$ cat src/rtl/apu_triangle_path.sv
// NES-style APU triangle voice: 4-step frame sequencer, triangle channel
// ($4008/$400A/$400B) and a 4-bit to 8-bit output DAC.
module apu_triangle_path #(
    parameter int QUARTER_DIV = 7457
) (
    input  logic       clk,
    input  logic       reset,
    input  logic       wr_en,
    input  logic [1:0] wr_addr,
    input  logic [7:0] wr_data,
    output logic       quarter_frame,
    output logic       half_frame,
    output logic [3:0] tri_out,
    output logic [7:0] dac_out
);

    localparam int DIV_W = (QUARTER_DIV > 1) ? $clog2(QUARTER_DIV) : 1;
    localparam logic [DIV_W-1:0] DIV_LAST = DIV_W'(QUARTER_DIV - 1);

    function automatic logic [7:0] len_table(input logic [4:0] idx);
        logic [7:0] val;
        case (idx)
            5'd0:  val = 8'd10;   5'd1:  val = 8'd254;
            5'd2:  val = 8'd20;   5'd3:  val = 8'd2;
            5'd4:  val = 8'd40;   5'd5:  val = 8'd4;
            5'd6:  val = 8'd80;   5'd7:  val = 8'd6;
            5'd8:  val = 8'd160;  5'd9:  val = 8'd8;
            5'd10: val = 8'd60;   5'd11: val = 8'd10;
            5'd12: val = 8'd14;   5'd13: val = 8'd12;
            5'd14: val = 8'd26;   5'd15: val = 8'd14;
            5'd16: val = 8'd12;   5'd17: val = 8'd16;
            5'd18: val = 8'd24;   5'd19: val = 8'd18;
            5'd20: val = 8'd48;   5'd21: val = 8'd20;
            5'd22: val = 8'd96;   5'd23: val = 8'd22;
            5'd24: val = 8'd192;  5'd25: val = 8'd24;
            5'd26: val = 8'd72;   5'd27: val = 8'd26;
            5'd28: val = 8'd16;   5'd29: val = 8'd28;
            5'd30: val = 8'd32;   default: val = 8'd30;
        endcase
        return val;
    endfunction

    logic [DIV_W-1:0] div_q, div_d;
    logic [1:0]       step_q, step_d;
    logic             qf_q, qf_d, hf_q, hf_d;
    logic             ctrl_q, ctrl_d;
    logic [6:0]       rel_q, rel_d;
    logic [10:0]      period_q, period_d;
    logic [10:0]      timer_q, timer_d;
    logic [4:0]       idx_q, idx_d;
    logic [3:0]       tri_q, tri_d;
    logic [6:0]       lin_q, lin_d;
    logic [7:0]       len_q, len_d;
    logic             rflag_q, rflag_d;

    always_comb begin
        div_d    = div_q;
        step_d   = step_q;
        qf_d     = 1'b0;
        hf_d     = 1'b0;
        ctrl_d   = ctrl_q;
        rel_d    = rel_q;
        period_d = period_q;
        timer_d  = timer_q;
        idx_d    = idx_q;
        lin_d    = lin_q;
        len_d    = len_q;
        rflag_d  = rflag_q;

        // Half-frame fires on every second quarter tick (steps 1 and 3).
        if (div_q == DIV_LAST) begin
            div_d  = '0;
            qf_d   = 1'b1;
            hf_d   = step_q[0];
            step_d = step_q + 2'd1;
        end else begin
            div_d = div_q + 1'b1;
        end

        if (timer_q == 11'd0) begin
            timer_d = period_q;
            if (lin_q != 7'd0 && len_q != 8'd0)
                idx_d = idx_q + 5'd1;
        end else begin
            timer_d = timer_q - 11'd1;
        end

        if (qf_q) begin
            if (rflag_q)
                lin_d = rel_q;
            else if (lin_q != 7'd0)
                lin_d = lin_q - 7'd1;
            if (!ctrl_q)
                rflag_d = 1'b0;
        end

        if (hf_q && !ctrl_q && len_q != 8'd0)
            len_d = len_q - 8'd1;

        // Writes are applied last so a $400B load overrides tick updates.
        if (wr_en) begin
            case (wr_addr)
                2'd0: begin
                    ctrl_d = wr_data[7];
                    rel_d  = wr_data[6:0];
                end
                2'd2: period_d[7:0] = wr_data;
                2'd3: begin
                    period_d[10:8] = wr_data[2:0];
                    len_d          = len_table(wr_data[7:3]);
                    rflag_d        = 1'b1;
                end
                default: ;
            endcase
        end

        tri_d = idx_d[4] ? idx_d[3:0] : ~idx_d[3:0];
    end

    always_ff @(posedge clk) begin
        if (reset) begin
            div_q    <= '0;
            step_q   <= 2'd0;
            qf_q     <= 1'b0;
            hf_q     <= 1'b0;
            ctrl_q   <= 1'b0;
            rel_q    <= 7'd0;
            period_q <= 11'd0;
            timer_q  <= 11'd0;
            idx_q    <= 5'd0;
            tri_q    <= 4'hF;
            lin_q    <= 7'd0;
            len_q    <= 8'd0;
            rflag_q  <= 1'b0;
        end else begin
            div_q    <= div_d;
            step_q   <= step_d;
            qf_q     <= qf_d;
            hf_q     <= hf_d;
            ctrl_q   <= ctrl_d;
            rel_q    <= rel_d;
            period_q <= period_d;
            timer_q  <= timer_d;
            idx_q    <= idx_d;
            tri_q    <= tri_d;
            lin_q    <= lin_d;
            len_q    <= len_d;
            rflag_q  <= rflag_d;
        end
    end

    assign quarter_frame = qf_q;
    assign half_frame    = hf_q;
    assign tri_out       = tri_q;
    assign dac_out       = {tri_q, tri_q};

endmodule

$ cat config.mk
export PLATFORM = sky130hd
export DESIGN_NAME = apu_triangle_path
export DESIGN_NICKNAME = d
export VERILOG_FILES = /design/src/rtl/apu_triangle_path.sv
export SDC_FILE = /design/constraint.sdc
export NUM_CORES = 1
export LEC_CHECK = 0
export CORE_MARGIN = 10
export CORE_UTILIZATION = 50
export CTS_CLUSTER_DIAMETER = 100
export DETAILED_ROUTE_END_ITERATION = 16
export GPL_TIMING_DRIVEN = 1
export PLACE_DENSITY = 0.81
export SYNTH_ARGS = -nofsm -noshare
export SYNTH_HDL_FRONTEND = slang
export SYNTH_SLANG_ARGS = --single-unit
$ cat constraint.sdc
create_clock -name clk -period 4.9 [get_ports clk]
set_clock_uncertainty 0.15 [all_clocks]
set_input_delay 0.49 -clock clk [delete_from_list [all_inputs] [get_ports clk]]
set_output_delay 0.49 -clock clk [all_outputs]
set_load 0.01 [all_outputs]
# Yosys cells after proc, flatten, opt, wreduce, memory -nomap -nowiden
# Memory sizes are Yosys's and may differ from the RTL's.
# Index checks and enable logic that the tools add are counted.
# totals
ff_bits	72
word_cells	55
in_bits	13
n_memories	1
output_inout_bits	14
romBits	224
# memory_table
memory	depth	word_bits	read_ports	rd_ports_with_merged_regs	wr	line_no	rtl
(name not given)	32	7	1	0	0	22	case (idx)
# op_classes
n_mux	14
eq_ne	3
n_reduce_logical	15
add_sub_neg	6
bitwise	2
# op_table
op	count
$mux 8	3
$mux 7	2
$add 13x1->13 const B	1
$eq 13x13->1 const B	1
$logic_not 11->1	1
$mux 11	1
$sub 11x1->11 const B	1
$mux 5	2
$reduce_and 2->1	4
$reduce_bool 8->1	1
$sub 8x1->8 const B	1
$reduce_bool 7->1	1
$sub 7x1->7 const B	1
$add 5x1->5 const B	1
$mux 1	5
$eq 2x2->1 const B	2
$mux 4	1
$not 4->4	1
$reduce_or 2->1	2
$logic_and 1x1->1	3
$add 2x1->2 const B	1
$logic_not 2->1	1
$reduce_bool 2->1	1
$logic_not 1->1	1
$not 1->1	1

# Depth between registers and ports, before layout
# Gate-level depths: netlist (run 1).
# logic_depth
ltp_word	6
depth_mapped	8
mapped_depth_nobuf	8

# Worst setup path after synthesis (run 1)
# OpenSTA, ideal clock, no wires.
# synth_path
path_kind	flip-flop to flip-flop
start	register timer_q[0]
end	register tri_q[0] (netlist: tri_out[0])
arrival_time_ns	1.894
setup_ns	0.117
setup_slack_ns	2.739
stages_incl_launch_ff	9
path_buffers	0
cell_sequence	dfxtp_1 > inv_1 > ha_1 > nor4b_4 > nand3_4 > or3_4 > xor2_1 > xor2_1 > nand2b_1
# synth_between
elab_chain_len	4
# synth_rtl
item	line_no	rtl
start, declared	49	logic [10:0] timer_q, timer_d;
start signal, assigned	143	timer_q <= timer_d;
$logic_not 11->1 *	80	if (timer_q == 11'd0) begin
$mux 5 *	80	
$not 4->4	117	tri_d = idx_d[4] ? idx_d[3:0] : ~idx_d[3:0];
$mux 4 *	117	
end signal, assigned	145	tri_q <= tri_d;
end, declared	51	logic [3:0] tri_q, tri_d;
# Every way passes the cells marked *; elsewhere a longest branch is shown, timed or not.
# A chain may end at the register's enable or synchronous reset.

# Final worst setup path (run 1)
# layout_path
start	input port wr_data[3]
end	register len_q[2]
# layout_between
elab_chain_len	3
# layout_rtl
item	line_no	rtl
start, declared	10	input logic [7:0] wr_data,
$mem_v2 32x7	--	
$mux 8	102	case (wr_addr)
$mux 8	101	if (wr_en) begin
end signal, assigned	147	len_q <= len_d;
end, declared	53	logic [7:0] len_q, len_d;
# No other way between the ends.

==> results of run 1 <==
==> cell families (layout without fill, tap and decap cells) <==
kind of cell | after synthesis | in the layout | share of synthesized area (%)
XOR/XNOR | 29 | 29 | 7.265
multiplexers | 19 | 19 | 6.192
flip-flops | 71 | 71 | 40.66
buffers and inverters | 45 | 63 | 5.691
AO/OA/AOI/OAI | 68 | 68 | 12.60
adder cells (fa/ha/maj) | 13 | 13 | 4.653
AND/OR/NAND/NOR | 164 | 164 | 22.94
==> state kept, by name, summed over array words and instances (netlist names) <==
| register | flops |
|---|---|
| len_q | 8 |
| idx_q | 5 |
| quarter_frame | 1 |
| step_q | 1 |
| rflag_q | 1 |
| lin_q | 7 |
| rel_q | 7 |
| tri_out | 4 |
| div_q | 13 |
| half_frame | 1 |
| timer_q | 11 |
| period_q | 11 |
| ctrl_q | 1 |
==> layer usage <==
metal | GRT usage, % | up-vias | routed length [microns]
met3 | 4.213 | 12 | 360
met4 | 5.847 | 0 | 123
met2 | 20.86 | 63 | 3362
li1 | - | 1426 | -
met5 | 0 | - | 0
met1 | 16.04 | 1347 | 3205
==> per-stage QoR <==
stage	instance area, sq um	total power (uW)	std cells
after floorplan	3496	889.4	409
after global placement	3755	939.8	507
after detailed placement	3755	949.1	507
after CTS	3983	1483	523
after global routing	3983	1545	523
final	3983	1475	523
==> area by class of cell <==
type	count	area, sq um	share of cell area [%]
Clock buffer	9	123.9	3.110
Clock inverter	7	103.9	2.608
Inverter	20	75.07	1.885
Multi-Input combinational cell	293	1876	47.09
Sequential cell	71	1421	35.69
Tap cell	96	120.1	3.016
Timing Repair Buffer	27	262.8	6.598
==> final timing paths <==
kind / endpoint / slack (ns) / cells past startpoint / startpoint
worst max register to register: tri_out[0]$_SDFF_PP1_ / 2.44 / 8 / timer_q[0]$_SDFF_PP0_
worst max-delay path: len_q[2]$_SDFF_PP0_ / 2.40 / 8 / wr_data[3]
worst min register to register: period_q[9]$_SDFFE_PP0P_ / 0.32 / 2 / period_q[9]$_SDFFE_PP0P_
worst min-delay path: period_q[9]$_SDFFE_PP0P_ / 0.32 / 2 / period_q[9]$_SDFFE_PP0P_
==> placed cells by master (no fill, tap or decap), types with 11 or more instances in the layout <==
cell,n
o21ai_0,12
dfxtp_1,71
inv_1,20
nor2_1,73
clkdlybuf4s50_1,25
ha_1,13
nand2_1,32
nor3_1,13
xnor2_1,12
a21oi_1,22
nand3_1,11
xor2_1,17
mux2i_1,16
==> power breakdown <==
part	switching [uW]	internal [uW]
logic	159	118
clock network	243	293
registers	46.4	616
total	448	1030
==> worst min-delay path, stage by stage, from the launching register on <==
cell     delay (ns)
dfxtp_1        0.32
nand2_1        0.05
a21oi_1        0.05
==> impl_metrics.py, run 1 <==
metrics = {
    "timing": {
        "fin_crit_ns": 2.497,
        "fin_crit_sh_pct": 50.95,
        "layout_setup_ws_ns": 2.403,
        "slew_viol_final": 0,
        "grt_setup_unrepaired": "no",
        "setup_viol": 0,
        "slew_headroom_pct": 32.67,
        "tns_ns": 0,
        "fmax_mhz": 400.5,
        "hold_violations": 0,
        "hold_ws_ns": 0.3160,
        "tightest_slew_ns": 1.010,
    },
    "die": {
        "start_util_pct": 51.45,
        "rows": 30,
        "die-area_sq_um": 10740,
        "core_sq_um": 6794,
        "io-pin-count": 27,
        "die_x_microns": 103.6,
        "die_h_microns": 103.6,
    },
    "global_route": {
        "grt_overflow_total": 0,
        "antenna_found_initial": 0,
        "grt_pass1_vias": 2658,
        "grt_max_degree": 59,
        "grt_first_pass_wirelength_microns": 12200,
        "gr-usage-all-layers_pct": 13.22,
    },
    "routing": {
        "drc": 0,
        "wirelength_microns": 7051,
        "drtIter0Drc": 139,
        "post_drt_wl_per_cell_microns": 13.48,
        "antenna_left": 0,
        "via_count": 2848,
        "drt_pre_antenna_iters": 4,
        "drt-vias-per-instance": 5.446,
    },
    "logic_synthesis": {
        "yosysTopAreaCell": "dfxtp_1",
        "yosysTopAreaCellShare_pct": 40.66,
        "synth_edf_count": 0,
        "synth_ff_type": "dfxtp_1",
        "synth-async-reset-ratio_pct": 0,
        "synth_cell_type_count": 48,
        "ys_warn_count": 0,
        "syn_area_sq_um": 3496,
        "synth_nets": 435,
        "synth.most_common_cell": "nor2_1",
        "ys_seq_area_share_pct": 40.66,
        "synth.top_cells.by_count": "73 x nor2_1, 71 x dfxtp_1, 32 x nand2_1",
        "synth_area_per_cell_sq_um": 8.547,
        "ys_ff_latch": 71,
        "yosys-top-cells-area": "dfxtp_1 41%, nor2_1 7.8%, ha_1 4.7%",
        "netlist_instances": 409,
    },
    "clocking": {
        "postCtsSetupBuffers": 0,
        "clock-sinks": 71,
        "cts_resized": 0,
        "clk-insertion-delay-late_ns": 0.36,
        "cts-hold-fix-buffers": 0,
        "clk_path_buf_depth": 2,
        "cts_tree": "built",
        "htree_levels": 3,
        "clockRootBuffer": "clkbuf_8",
        "cts_buffers": 9,
        "clk_pin_slew_ns": 0.08,
    },
    "setup_path": {
        "path_cells": "clkdlybuf4s50_1 > inv_1 > ha_1 > mux4_2 > nor2_1 > a211oi_1 > a21oi_1 > nor2_1",
        "critical_path_class": "in -> reg",
        "setup.worst_path.start_class": "input port",
        "cp_max_fo": 9,
        "critPathRequiredTime_ns": 4.97,
        "critPathMostFrequentCell": "nor2_1",
        "critPathSlowestCell": "clkdlybuf4s50_1",
        "cp_top_family": "buffers and inverters",
        "endpoint_kind": "flop",
        "crit_arrival_ns": 2.56,
        "cp_num_buf_inv": 2,
        "critPathMaxStageDelay_ns": 0.66,
    },
    "flow_run": {
        "cap_violations": 0,
    },
    "min_path": {
        "hold_class": "reg -> reg",
    },
    "placement": {
        "dp_hpwl_microns": 4957,
        "io_buffers": 26,
        "dpl_worst_slack_ns": 2.058,
        "gp_congestion": 0.8700,
    },
    "outcome": {
        "status": "complete, no violations",
    },
    "final_layout": {
        "syn2layout_area_growth_pct": 13.92,
        "antennaDiodeCount": 0,
        "drive_gt1_share_pct": 6.323,
        "num-fill-cells": 584,
        "utilization_pct": 58.62,
        "num-nets-final": 448,
    },
    "pwr": {
        "peakVddDrop_uv": 230.1,
        "power_density_nw_per_um2": 370.4,
        "p_leak_uw": 0.001487,
    },
}
Note: power is estimated with default switching activity, not from simulation.
==> run 2: changes to the inputs <==
==> constraint.sdc (replaced) <==
create_clock -name clk -period 2.36 [get_ports clk]
set_clock_uncertainty 0.15 [all_clocks]
set_input_delay 0.236 -clock clk [delete_from_list [all_inputs] [get_ports clk]]
set_output_delay 0.236 -clock clk [all_outputs]
set_load 0.01 [all_outputs]
==> run 2 against run 1 <==
  * Sequential share of layout area fell by 0.78 points
  * Design area rose by 2.2%
  * Global-route usage shrank 0.16 points
  * Non-clock buffer count up 12
  * Critical endpoint is now tri_out[0]$_SDFF_PP1_
  * First-iteration DRC count down 29%
  * Wire length decreased by 1.5%
  * Combinational power grew 130%
  * Final cell count is 2.3% higher
  * Largest power group unchanged
  * Highest routed layer unchanged
  * Register-to-register slack worse by 2.3 ns
  * Via count is 0.42% higher
  * Core utilization up 1.3 points
  * Sequential power increased by 110%
==> impl_metrics.py, run 2 (synthesis results as in run 1) <==
metrics = {
    "outcome": {
        "status": "complete, no violations",
    },
    "timing": {
        "fmax_mhz": 452.4,
        "hold_violations": 0,
        "tightest_slew_ns": 0.5725,
        "fin_crit_ns": 2.211,
        "layout_setup_ws_ns": 0.1493,
        "fin_crit_sh_pct": 93.67,
        "setup_viol": 0,
        "slew_viol_final": 0,
        "slew_headroom_pct": 61.63,
    },
    "final_layout": {
        "final_common_cell": "nor2_1",
        "antennaDiodeCount": 0,
        "syn2layout_area_growth_pct": 16.46,
        "largest_reg_flops": 13,
        "reg.largest.list": "div_q x13, period_q x11, timer_q x11",
        "largest-register": "div_q",
        "mostFrequentLayoutCells": "73 x nor2_1, 71 x dfxtp_1, 32 x nand2_1",
        "final_cells": 535,
        "drive_gt1_share_pct": 10.02,
        "num-nets-final": 460,
        "final_cell_area_sq_um": 4071,
        "num-fill-cells": 581,
    },
    "routing": {
        "post_drt_wl_per_cell_microns": 12.98,
        "wirelength_microns": 6942,
        "via_count": 2860,
        "drt_pre_antenna_iters": 4,
        "drt-vias-per-instance": 5.346,
        "antenna_left": 0,
        "drc": 0,
        "drtIter0Drc": 98,
    },
    "setup_path": {
        "cp_max_fo": 5,
        "critical_path_class": "reg -> reg",
        "critPathRequiredTime_ns": 2.45,
        "endpoint_kind": "flop",
        "crit_start": "timer_q[0]$_SDFF_PP0_",
        "reg2reg_from": "timer_q[0]$_SDFF_PP0_",
        "setup.worst_path.start_class": "flop",
        "crit_arrival_ns": 2.30,
    },
    "pwr": {
        "p_leak_uw": 0.001534,
        "peakVddDrop_uv": 347.8,
        "sw_frac_of_total_pct": 30.44,
        "power_density_nw_per_um2": 727.1,
        "combPwrFrac_pct": 21.5,
        "intPower_uw": 2059,
        "clkPwrFrac_pct": 32.1,
        "p_sw_uw": 901.1,
        "pwr-share-seq_pct": 46.5,
    },
    "global_route": {
        "grt_pass1_vias": 2750,
        "antenna_found_initial": 0,
        "gr-usage-all-layers_pct": 13.06,
        "grt_max_degree": 58,
        "grt_first_pass_wirelength_microns": 12050,
        "grt_overflow_total": 0,
    },
    "clocking": {
        "clockRootBuffer": "clkbuf_8",
        "clk_path_buf_depth": 2,
        "clock-sinks": 71,
        "cts_buffers": 9,
        "cts_tree": "built",
        "clk-insertion-delay-late_ns": 0.35,
        "clk_pin_slew_ns": 0.08,
        "htree_levels": 3,
        "cts-hold-fix-buffers": 0,
    },
    "placement": {
        "post_dp_cell_area_sq_um": 3837,
        "place_inst": 518,
        "dp_hpwl_microns": 5056,
        "io_buffers": 26,
        "dpl_worst_slack_ns": 0.1270,
        "gp_congestion": 0.8456,
    },
    "die": {
        "die_x_microns": 103.6,
        "rows": 30,
        "io-pin-count": 27,
        "die_h_microns": 103.6,
        "die-area_sq_um": 10740,
        "start_util_pct": 51.45,
        "core_sq_um": 6794,
    },
    "min_path": {
        "hold_start": "period_q[9]$_SDFFE_PP0P_",
        "hold_class": "reg -> reg",
    },
    "flow_run": {
        "cap_violations": 0,
    },
}
-- run 2: what timing repair did --
action | in CTS | in global routing
setup endpoints to repair | 0 | 5
resized for setup | 0 | 5
setup buffers | 0 | 1
-- run 2: power groups by stage --
stage | Sequential, uW | Combinational [uW] | Clock (uW)
2_1_floorplan | 1380 | 466 | 0
3_3_place_gp | 1390 | 597 | 0
3_5_place_dp | 1400 | 612 | 0
4_1_cts | 1370 | 617 | 976
5_1_grt | 1390 | 712 | 1020
6_report | 1380 | 636 | 949
-- run 2: routing by layer --
layer  GRT usage (%)  vias up  share of wire [%]
li1                -     1457                  -
met1           15.09     1341                 47
met2           21.80       54                 48
met3           3.717        8                3.9
met4           5.847        0                1.3
met5               0        -                  0
-- run 2: final timing paths --
path	depth (start not counted)	endpoint	slack [ns]
setup / recovery	8	tri_out[0]$_SDFF_PP1_	0.15
hold / removal	2	period_q[9]$_SDFFE_PP0P_	0.32
setup reg to reg	8	tri_out[0]$_SDFF_PP1_	0.15
hold reg to reg	2	period_q[9]$_SDFFE_PP0P_	0.32
-- run 2: final cells by class --
type	instances	area (sq um)	area share [%]
well taps	96	120.1	2.950
inverters	20	75.07	1.844
clock inverters	7	72.57	1.782
clock buffers	9	123.9	3.042
repair buffers	39	352.8	8.666
flip-flops and latches	71	1421	34.91
multi-input cells	293	1906	46.80
-- run 2: stage by stage --
| stage | util, % | power (uW) | hold slack [ns] | setup TNS (ns) |
|---|---|---|---|---|
| after floorplan | - | 1847 | 0.2220 | 0 |
| after global placement | 56.48 | 1991 | 0.2914 | 0 |
| after detailed placement | 56.48 | 2012 | 0.3062 | 0 |
| after CTS | 59.37 | 2965 | 0.3129 | 0 |
| after global routing | 59.93 | 3125 | 0.3331 | -0.02213 |
| final | 59.93 | 2960 | 0.3164 | 0 |
-- run 2: worst max-delay path: stages (launching register included) --
cell,delay (ns)
dfxtp_1,0.36
inv_1,0.07
ha_1,0.18
nor4b_4,0.28
nand3_4,0.15
or3_4,0.45
xor2_1,0.22
xor2_1,0.18
nand2b_1,0.06
==> run 3: changes to the inputs <==
--- a/config.mk
+++ b/config.mk
@@ -5,7 +5,7 @@
 export SDC_FILE = /design/constraint.sdc
 export NUM_CORES = 1
 export LEC_CHECK = 0
-export CORE_MARGIN = 10
+export CORE_MARGIN = 2
 export CORE_UTILIZATION = 50
 export CTS_CLUSTER_DIAMETER = 100
 export DETAILED_ROUTE_END_ITERATION = 16
==> run 3 against run 2 <==
  * Setup slack lost 0.028 ns
  * Design area grew 0.43%
  * Global-route usage grew 6.0 points
  * Combinational power shrank 2%
  * Register-to-register slack lost 0.03 ns
  * Wire length grew 0.19%
  * Final cell count grew 0.19%
  * Sequential power is essentially flat
  * Non-clock buffer count grew 1
  * Via count shrank 0.45%
  * Critical path type unchanged
==> impl_metrics.py, run 3 (synthesis results as in run 1) <==
metrics = {
    "final_layout": {
        "final_common_cell": "nor2_1",
        "utilization_pct": 60.18,
        "reg.largest.list": "div_q x13, period_q x11, timer_q x11",
        "largest-register": "div_q",
        "mostFrequentLayoutCells": "73 x nor2_1, 71 x dfxtp_1, 32 x nand2_1",
        "num-nets-final": 461,
        "antennaDiodeCount": 0,
        "num-fill-cells": 593,
        "largest_reg_flops": 13,
        "syn2layout_area_growth_pct": 16.96,
        "final_cells": 536,
        "drive_gt1_share_pct": 9.318,
    },
    "routing": {
        "drt-vias-per-instance": 5.312,
        "antenna_left": 0,
        "drc": 0,
        "via_count": 2847,
        "wirelength_microns": 6955,
        "drtIter0Drc": 132,
        "drt_pre_antenna_iters": 4,
        "post_drt_wl_per_cell_microns": 12.98,
    },
    "pwr": {
        "p_leak_uw": 0.001551,
        "sw_frac_of_total_pct": 28.69,
        "p_total_uw": 3063,
        "combPwrFrac_pct": 20.3,
        "pwr-share-seq_pct": 44.8,
        "clkPwrFrac_pct": 35.0,
        "intPower_uw": 2184,
        "p_sw_uw": 878.9,
        "power_density_nw_per_um2": 749.1,
        "peakVddDrop_uv": 433.8,
    },
    "global_route": {
        "grt_overflow_total": 0,
        "antenna_found_initial": 0,
        "grt_max_degree": 42,
        "gr-usage-all-layers_pct": 19.08,
        "grt_pass1_vias": 2630,
        "grt_first_pass_wirelength_microns": 11640,
    },
    "setup_path": {
        "reg2reg_from": "timer_q[0]$_SDFF_PP0_",
        "endpoint_kind": "flop",
        "setup.worst_path.start_class": "flop",
        "critPathRequiredTime_ns": 2.42,
        "rr_worst_depth": 8,
        "critical_path_class": "reg -> reg",
        "cp_max_fo": 5,
        "r2r_end": "tri_out[2]$_SDFF_PP1_",
        "crit_arrival_ns": 2.30,
        "r2r_slack_ns": 0.12,
    },
    "timing": {
        "setup_viol": 0,
        "slew_viol_final": 0,
        "hold_ws_ns": 0.09650,
        "fin_crit_ns": 2.239,
        "fin_crit_sh_pct": 94.87,
        "slew_headroom_pct": 64.31,
        "hold_violations": 0,
        "layout_setup_ws_ns": 0.1210,
        "tightest_slew_ns": 0.5337,
        "fmax_mhz": 446.6,
    },
    "outcome": {
        "status": "complete, no violations",
    },
    "clocking": {
        "htree_levels": 3,
        "postCtsSetupBuffers": 0,
        "cts_buffers": 9,
        "clockRootBuffer": "clkbuf_8",
        "clock-sinks": 71,
        "clk_path_buf_depth": 2,
        "cts_tree": "built",
        "clk-insertion-delay-late_ns": 0.34,
        "clk_pin_slew_ns": 0.08,
    },
    "min_path": {
        "hold_class": "in -> reg",
        "whs_path_depth": 2,
        "hold_start": "reset",
        "holdPathEnd": "step_q[0]$_SDFFE_PP0P_",
    },
    "placement": {
        "place_inst": 520,
        "dpl_worst_slack_ns": 0.1333,
        "gp_congestion": 0.8307,
        "io_buffers": 26,
        "dp_hpwl_microns": 4924,
    },
    "die": {
        "rows": 30,
        "io-pin-count": 27,
        "core_sq_um": 6794,
        "die-area_sq_um": 7676,
        "start_util_pct": 51.45,
        "die_x_microns": 87.62,
        "die_h_microns": 87.62,
    },
    "flow_run": {
        "cap_violations": 0,
    },
}
[run 3: cell types whose count changed in the layout (fill, tap and decap cells not counted), sizes merged]
cell	delta
bufinv	+1
clkbuf	+2
clkinvlp	-1
inv	-1
clkinv	-1
buf	+1
[run 3: timing repair]
action | in CTS | in global routing
resized for setup | 0 | 2
endpoints found under the setup margin | 0 | 3
hold buffers | 0 | 0
endpoints found under the hold margin | 0 | 0
[run 3: worst max-delay path, cell delays in order, from the launching register on]
cell and delay [ns]:
dfxtp_1 0.35, inv_1 0.07, ha_1 0.16, nor4b_4 0.31, nand3_4 0.15, nor4_2 0.44, xnor2_2 0.21, nor3b_1 0.23
a21oi_1 0.06
[run 3: metrics by stage]
stage	TNS, ns	area [sq um]
3_5_place_dp	0	3852
4_1_cts	0	4075
6_report	0	4089
2_1_floorplan	0	3496
3_3_place_gp	0	3852
5_1_grt	-0.01323	4089
[run 3: final cells by class]
class | count | area (sq um) | share of cell area, %
clock buffer | 11 | 141.4 | 3.458
timing repair buffer | 40 | 360.3 | 8.813
multi-input combinational | 293 | 1889 | 46.21
tap | 96 | 120.1 | 2.938
inverter | 20 | 75.07 | 1.836
sequential | 71 | 1421 | 34.76
clock inverter | 5 | 81.33 | 1.989
[run 3: power by group through the flow]
stage          logic [uW]  registers, uW  clock network (uW)
2_1_floorplan         466           1380                   0
3_3_place_gp          601           1390                   0
3_5_place_dp          612           1400                   0
4_1_cts               620           1370                1090
5_1_grt               693           1380                1150
6_report              621           1370                1070
[run 3: worst max path at each step]
| stage | to | startpoint | cells past startpoint |
|---|---|---|---|
| global placement | len_q[2]$_SDFF_PP0_ | wr_data[4] | 8 |
| global route | tri_out[0]$_SDFF_PP1_ | timer_q[0]$_SDFF_PP0_ | 8 |
| CTS | tri_out[2]$_SDFF_PP1_ | timer_q[0]$_SDFF_PP0_ | 8 |
| detailed placement | len_q[2]$_SDFF_PP0_ | wr_data[4] | 8 |
| finish | tri_out[2]$_SDFF_PP1_ | timer_q[0]$_SDFF_PP0_ | 8 |
| floorplan | tri_out[0]$_SDFF_PP1_ | timer_q[0]$_SDFF_PP0_ | 8 |
[run 3: routing by layer]
layer  wire [microns]  vias up  global-route usage (%)
met5                0        -                       0
met1             3123     1318                   23.48
met3              266       10                   5.844
li1                 -     1463                       -
met4               82        0                   6.014
met2             3483       56                   32.02
